[src/rtl/oled_source_arbiter.sv]
// oled_source_arbiter: debounced, frame-synchronised priority selector for the
// OLED pixel path. The highest-index debounced request wins; a new source is
// only committed on a frame-begin strobe, so the panel never shows a frame
// stitched from two sources.
// Build option: define OLED_ARB_BLANK_EN to insert BLANK_FRAMES blank frames
// between sources; left undefined, a commit goes straight to the new source.
module oled_source_arbiter #(
  parameter int               NUM_SRC         = 4,
  parameter int               PIX_W           = 16,
  parameter int               DEBOUNCE_CYCLES = 1_000_000,
  parameter int               BLANK_FRAMES    = 2,
  parameter logic [PIX_W-1:0] BLANK_COLOUR    = 16'h0000
) (
  input  logic                       clock,
  input  logic                       rst,
  input  logic [NUM_SRC-1:0]         sel_req,
  input  logic                       frame_begin,
  input  logic [NUM_SRC*PIX_W-1:0]   pixel_in,
  output logic [PIX_W-1:0]           pixel_out,
  output logic [$clog2(NUM_SRC)-1:0] active_src,
  output logic                       active_valid,
  output logic                       switch_pending
);

  localparam int SRC_W = $clog2(NUM_SRC);
  localparam int CNT_W = $clog2(DEBOUNCE_CYCLES);
  localparam logic [CNT_W-1:0] CNT_LAST = CNT_W'(DEBOUNCE_CYCLES - 1);

  if (NUM_SRC < 2 || NUM_SRC > 16 || DEBOUNCE_CYCLES < 2 || BLANK_FRAMES < 1) begin : g_param_check
    $error("oled_source_arbiter: parameter out of range");
  end

`ifdef OLED_ARB_BLANK_EN
  localparam int FR_W = $clog2(BLANK_FRAMES + 1);
  localparam logic [FR_W-1:0] FR_LAST = FR_W'(BLANK_FRAMES - 1);
  typedef enum logic [1:0] {ST_IDLE, ST_LIVE, ST_PENDING, ST_BLANK} state_t;
`else
  typedef enum logic [1:0] {ST_IDLE, ST_LIVE, ST_PENDING} state_t;
`endif

  // invalid selections compare equal regardless of the index they carry
  function automatic logic f_differs(input logic a_v, input logic [SRC_W-1:0] a_s,
                                     input logic b_v, input logic [SRC_W-1:0] b_s);
    return (a_v != b_v) || (a_v && (a_s != b_s));
  endfunction

  logic [NUM_SRC-1:0] r_req_s1, r_req_s2, r_deb;
  logic [CNT_W-1:0]   r_deb_cnt [NUM_SRC];
  logic               r_fb_s1, r_fb_s2, r_fb_s3, r_fb;
  state_t             r_state, w_state_nxt;
  logic [SRC_W-1:0]   r_active_src, w_active_src_nxt;
  logic               r_active_valid, w_active_valid_nxt;
  logic [SRC_W-1:0]   r_tgt_src, w_tgt_src_nxt;
  logic               r_tgt_valid, w_tgt_valid_nxt;
  logic [PIX_W-1:0]   r_pixel;
  logic [SRC_W-1:0]   w_cand;
  logic               w_cand_valid;
  logic               w_cand_diff;
  logic [PIX_W-1:0]   w_pix [NUM_SRC];
`ifdef OLED_ARB_BLANK_EN
  logic [FR_W-1:0]    r_frame_cnt, w_frame_nxt;
`endif

  for (genvar g = 0; g < NUM_SRC; g++) begin : g_pix
    assign w_pix[g] = pixel_in[g*PIX_W +: PIX_W];
  end

  // synchronise the request switches and debounce each bit independently
  always_ff @(posedge clock) begin
    if (rst) begin
      r_req_s1 <= '0;
      r_req_s2 <= '0;
      r_deb    <= '0;
      for (int i = 0; i < NUM_SRC; i++) r_deb_cnt[i] <= '0;
    end else begin
      r_req_s1 <= sel_req;
      r_req_s2 <= r_req_s1;
      for (int i = 0; i < NUM_SRC; i++) begin
        if (r_req_s2[i] == r_deb[i]) begin
          r_deb_cnt[i] <= '0;
        end else if (r_deb_cnt[i] == CNT_LAST) begin
          r_deb[i]     <= r_req_s2[i];
          r_deb_cnt[i] <= '0;
        end else begin
          r_deb_cnt[i] <= r_deb_cnt[i] + 1'b1;
        end
      end
    end
  end

  // synchronise frame_begin and turn its rising edge into a registered strobe
  always_ff @(posedge clock) begin
    if (rst) begin
      r_fb_s1 <= 1'b0;
      r_fb_s2 <= 1'b0;
      r_fb_s3 <= 1'b0;
      r_fb    <= 1'b0;
    end else begin
      r_fb_s1 <= frame_begin;
      r_fb_s2 <= r_fb_s1;
      r_fb_s3 <= r_fb_s2;
      r_fb    <= r_fb_s2 & ~r_fb_s3;
    end
  end

  // priority encoder: highest debounced index wins
  always_comb begin
    w_cand       = '0;
    w_cand_valid = 1'b0;
    for (int i = 0; i < NUM_SRC; i++) begin
      if (r_deb[i]) begin
        w_cand       = SRC_W'(i);
        w_cand_valid = 1'b1;
      end
    end
  end

  assign w_cand_diff = f_differs(w_cand_valid, w_cand, r_active_valid, r_active_src);

  // next state, target tracking and commit decisions
  always_comb begin
    w_state_nxt        = r_state;
    w_active_src_nxt   = r_active_src;
    w_active_valid_nxt = r_active_valid;
    w_tgt_src_nxt      = r_tgt_src;
    w_tgt_valid_nxt    = r_tgt_valid;
`ifdef OLED_ARB_BLANK_EN
    w_frame_nxt        = r_frame_cnt;
`endif
    case (r_state)
      ST_IDLE, ST_LIVE: begin
        w_tgt_src_nxt   = w_cand;
        w_tgt_valid_nxt = w_cand_valid;
        if (w_cand_diff) w_state_nxt = ST_PENDING;
      end
      ST_PENDING: begin
        if (r_fb) begin
          // commit the target held before this cycle; a candidate change
          // arriving together with the strobe is picked up next frame
          if (!r_tgt_valid) begin
            w_state_nxt        = ST_IDLE;
            w_active_valid_nxt = 1'b0;
          end else begin
            w_active_src_nxt   = r_tgt_src;
`ifdef OLED_ARB_BLANK_EN
            w_active_valid_nxt = 1'b0;
            w_frame_nxt        = '0;
            w_state_nxt        = ST_BLANK;
`else
            w_active_valid_nxt = 1'b1;
            w_state_nxt        = ST_LIVE;
`endif
          end
        end else begin
          w_tgt_src_nxt   = w_cand;
          w_tgt_valid_nxt = w_cand_valid;
          if (!w_cand_diff) w_state_nxt = r_active_valid ? ST_LIVE : ST_IDLE;
        end
      end
`ifdef OLED_ARB_BLANK_EN
      ST_BLANK: begin
        if (r_fb) begin
          if (r_frame_cnt == FR_LAST) begin
            w_active_valid_nxt = 1'b1;
            w_state_nxt        = ST_LIVE;
          end else begin
            w_frame_nxt = r_frame_cnt + 1'b1;
          end
        end
      end
`endif
      default: w_state_nxt = ST_IDLE;
    endcase
  end

  // state, committed selection, target and registered pixel
  always_ff @(posedge clock) begin
    if (rst) begin
      r_state        <= ST_IDLE;
      r_active_src   <= '0;
      r_active_valid <= 1'b0;
      r_tgt_src      <= '0;
      r_tgt_valid    <= 1'b0;
      r_pixel        <= BLANK_COLOUR;
    end else begin
      r_state        <= w_state_nxt;
      r_active_src   <= w_active_src_nxt;
      r_active_valid <= w_active_valid_nxt;
      r_tgt_src      <= w_tgt_src_nxt;
      r_tgt_valid    <= w_tgt_valid_nxt;
      r_pixel        <= w_active_valid_nxt ? w_pix[w_active_src_nxt] : BLANK_COLOUR;
    end
  end

`ifdef OLED_ARB_BLANK_EN
  // blank-frame counter
  always_ff @(posedge clock) begin
    if (rst) r_frame_cnt <= '0;
    else     r_frame_cnt <= w_frame_nxt;
  end
`endif

  assign pixel_out      = r_pixel;
  assign active_src     = r_active_src;
  assign active_valid   = r_active_valid;
  assign switch_pending = f_differs(r_tgt_valid, r_tgt_src, r_active_valid, r_active_src);

endmodule

[config.mk]
export PLATFORM = sky130hd
export DESIGN_NAME = oled_source_arbiter
export DESIGN_NICKNAME = d
export VERILOG_FILES = /design/src/rtl/oled_source_arbiter.sv
export SDC_FILE = /design/constraint.sdc
export NUM_CORES = 1
export LEC_CHECK = 0
export ABC_AREA = 1
export CORE_AREA = 2 2 120 122
export DETAILED_ROUTE_END_ITERATION = 8
export DIE_AREA = 0 0 122 124
export GPL_TIMING_DRIVEN = 1
export HOLD_SLACK_MARGIN = 0.05
export PLACE_DENSITY = 0.73
export SYNTH_ARGS = -nofsm -noshare
export SYNTH_HDL_FRONTEND = slang
export SYNTH_SLANG_ARGS = --single-unit
[constraint.sdc]
create_clock -name clock -period 5.66 [get_ports clock]
set_clock_uncertainty 0.15 [all_clocks]
set_input_delay 1.415 -clock clock [delete_from_list [all_inputs] [get_ports clock]]
set_output_delay 1.415 -clock clock [all_outputs]
set_load 0.02 [all_outputs]
==> run_results.csv <==
group,metric,value,unit
run_status,status,"complete, no violations",
synth,yosysWarnings,0,
worst_setup_path,cp_slowest_stage_delay,0.57,ns
synth,synth_most_common_cell,"nand2_1",
cells_and_area,area_growth,28.0,%
clock_tree,clk_path_buf_depth,2,
worst_setup_path,path_cells,"nand2_1 > a2111oi_0 > nor2_1 > clkdlybuf4s50_1",
synth,synth_top_family_by_area,"simple AND/OR/NAND/NOR gates",
timing,slew_viol_final,0,
synth,synth_adder_area_share,0.00733,
route,first_iter_violations,358,
power_and_ir_drop,seqPwrFrac,0.458,
floorplan,core,0.0137,sq mm
hold_path,hold_path_class,"reg -> reg",
power_and_ir_drop,clkPwrFrac,0.482,
timing,hold_viol,0,
clock_tree,numClockSinks,120,
route,top_layer,"met4",
synth,synth_area,0.00683,sq mm
route,antenna_left,0,
synth,syn-instance-count,920,
clock_tree,hold_buffers,0,
place,io_buffer_count,90,
cells_and_area,multi_input_area,0.00320,sq mm
power_and_ir_drop,sw_frac_of_total,0.224,
synth,synth_seq_area_share,0.469,
floorplan,die_x,122,microns
clock_tree,cts_tree,"yes",
route,wl_per_cell,11.5,microns
clock_tree,cts_htree_levels,4,
synth,synth_commonest_cells,"nand2_1 (210), inv_1 (162), nor2_1 (124)",
global_route,gr-usage-all-layers,0.209,
floorplan,fp.dieH,124,microns
global_route,antenna_found_initial,0,
worst_setup_path,path_class,"reg -> out",
synth,synth_top_cells_by_area,"edfxtp_1 (35%), dfxtp_1 (12%), nand2_1 (12%)",
worst_setup_path,end_kind,"output pin",
route,drtPass1Iterations,5,
route,vias,6089,
synth,synth_compound_area_frac,0.0671,
timing,tightestPinTransition,0.693,ns
clock_tree,clock_latency,0.42,ns
synth,synth_top_area_share,0.352,
synth,ys_types,35,
synth,synth_ff_type,"edfxtp_1",
place,dp_hpwl,10700,microns
floorplan,num_io_pins,91,
cells_and_area,drive_gt1_frac,0.0444,
worst_setup_path,cp_max_fo,7,
floorplan,placementRows,43,
cells_and_area,fin_nets,1165,
worst_setup_path,crit_arrival,2.00,ns
cells_and_area,diodes,0,
clock_tree,cts-buffers-inserted,17,
power_and_ir_drop,net-switching-power,0.483,mW
timing,grt_setup_unrepaired,"false",
power_and_ir_drop,totalPowerFinal,2.16,mW
route,routed_via_density,4.75,
route,wl_met2,6850,microns
clock_tree,path_clk_slew,0.06,ns
flow_run,cap_violations,0,
floorplan,initial_core_util,0.498,
clock_tree,cts_root_buffer,"clkbuf_16",
power_and_ir_drop,combPwrFrac,0.060,
worst_setup_path,cp_top_family,"buffers and inverters",
clock_tree,postCtsSetupBuffers,0,
power_and_ir_drop,power_density,247,mW/mm^2
clock_tree,cts-resized-gates,0,
timing,min_period,3.56,ns
global_route,grt_pass1_wl,25200,microns
timing,max_freq,0.281,GHz
synth,ys_ff_latch,120,
power_and_ir_drop,p_leak,3.73,nW
synth,async_reset_ff_frac,0,
worst_setup_path,crit_path_start_kind,"flip-flop",
worst_setup_path,path_buf_inv,1,
route,wirelength,14700,microns
timing,setup_violations,0,
cells_and_area,seq_area,0.00320,sq mm
timing,final.setup.tns,0,ns
synth,synth_mux_area_frac,0,
power_and_ir_drop,p_int,1.68,mW
route,wl_met1,6630,microns
floorplan,dieArea,0.0151,sq mm
synth,syn_avg_cell_area,7.42,sq um
synth,synth_largest_area_cell,"edfxtp_1",
timing,max_slew_margin,0.537,
route,wl_met3,1020,microns
place,globalplace.congestion,0.882,
cells_and_area,fill_cells,1242,
synth,synth-simple-area-share,0.321,
power_and_ir_drop,worst_ir_drop_vdd,192,uV
timing,finalCritPeriodShare,0.630,
synth,synthXorXnorAreaFrac,0.0282,
worst_setup_path,critPathSlowestCell,"clkdlybuf4s50_1",
synth,synth-edff-count,80,
global_route,grt_max_degree,34,
global_route,gr-total-overflow,0,
worst_setup_path,crit_required,4.09,ns
route,drc_errors,0,
global_route,grt_pass1_vias,5633,
[placed cells by master (no fill, tap or decap), types with 3 or more instances in the layout]
cell type,instances
clkbuf_16,20
inv_1,162
o21ai_0,20
nand3b_1,6
nor3_1,44
xor2_1,17
nor2_1,124
clkdlybuf4s50_1,90
a21oi_1,60
clkinv_2,5
xnor2_1,5
ha_1,4
nor3b_1,8
nand3_1,70
nand4_1,24
nand2_1,210
or2_2,5
a31oi_1,3
edfxtp_1,80
dfxtp_1,40
conb_1,80
[registers in the layout, indices dropped and copies added (netlist names), 2 cells and up]
signal / count
r_deb: 4
active_src: 2
r_req_s2: 4
r_req_s1: 4
pixel_out: 16
r_deb_cnt: 80
r_tgt_src: 2
r_state: 2
[metrics by stage]
stage / setup slack, ns / area, sq um / std cells / hold slack [ns] / util
finish: 2.10 / 8740 / 1283 / 0.247 / 0.637
CTS: 2.07 / 8740 / 1283 / 0.252 / 0.637
floorplan: 3.00 / 7120 / 999 / 0.223 / -
global route: 1.89 / 8740 / 1283 / 0.267 / 0.637
global placement: 1.79 / 8160 / 1251 / 0.243 / 0.595
detailed placement: 1.70 / 8160 / 1251 / 0.245 / 0.595
[worst paths after layout]
path / slack (ns) / start / depth (start not counted) / to
worst max-delay path: 2.10 / active_valid / 4 / switch_pending
worst max register to register: 3.26 / r_deb_cnt[0][0] / 8 / r_deb_cnt[0][2]
worst min-delay path: 0.25 / r_req_s1[2] / 2 / r_req_s2[2]
worst min register to register: 0.25 / r_req_s1[2] / 2 / r_req_s2[2]
[kinds of logic (layout without fill, tap and decap cells)]
| group | after synthesis | after routing |
|---|---|---|
| xor gates and xnor gates | 22 | 22 |
| other | 1 | 80 |
| DFF | 120 | 120 |
| adders and majority gates | 4 | 4 |
| AOI/OAI and AO/OA | 87 | 87 |
| buffers and inverters | 184 | 288 |
| and+or+nand+nor | 502 | 502 |
[worst reg2reg max path, stage by stage, from the launching register on]
cell      delay, ns
edfxtp_1       0.42
ha_1           0.24
nand2_1        0.09
nor2_2         0.15
inv_1          0.09
nor3_2         0.14
nand3_1        0.17
nand2_1        0.56
nor3b_1        0.11
[power groups by stage]
stage          combinational (mW)  sequential (mW)  clock (mW)
2_1_floorplan              0.0712            0.999           0
3_3_place_gp                0.128             1.01           0
3_5_place_dp                0.128             1.01           0
4_1_cts                     0.130            0.989        1.06
5_1_grt                     0.151            0.993        1.10
6_report                    0.130            0.989        1.04
[layout make-up]
| cell class | count | share of cell area |
|---|---|---|
| multi-input cells | 695 | 0.366 |
| clock buffers | 22 | 0.0593 |
| clock inverters | 10 | 0.00702 |
| well taps | 180 | 0.0258 |
| flip-flops and latches | 120 | 0.367 |
| inverters | 164 | 0.0704 |
| repair buffers | 92 | 0.105 |
[per-layer routing]
layer / track usage / up-vias
met2: 0.344 / 161
met5: 0 / -
li1: - / 3233
met3: 0.0641 / 20
met1: 0.262 / 2675
met4: 0.0675 / 0
Note: power is estimated with default switching activity, not from simulation.
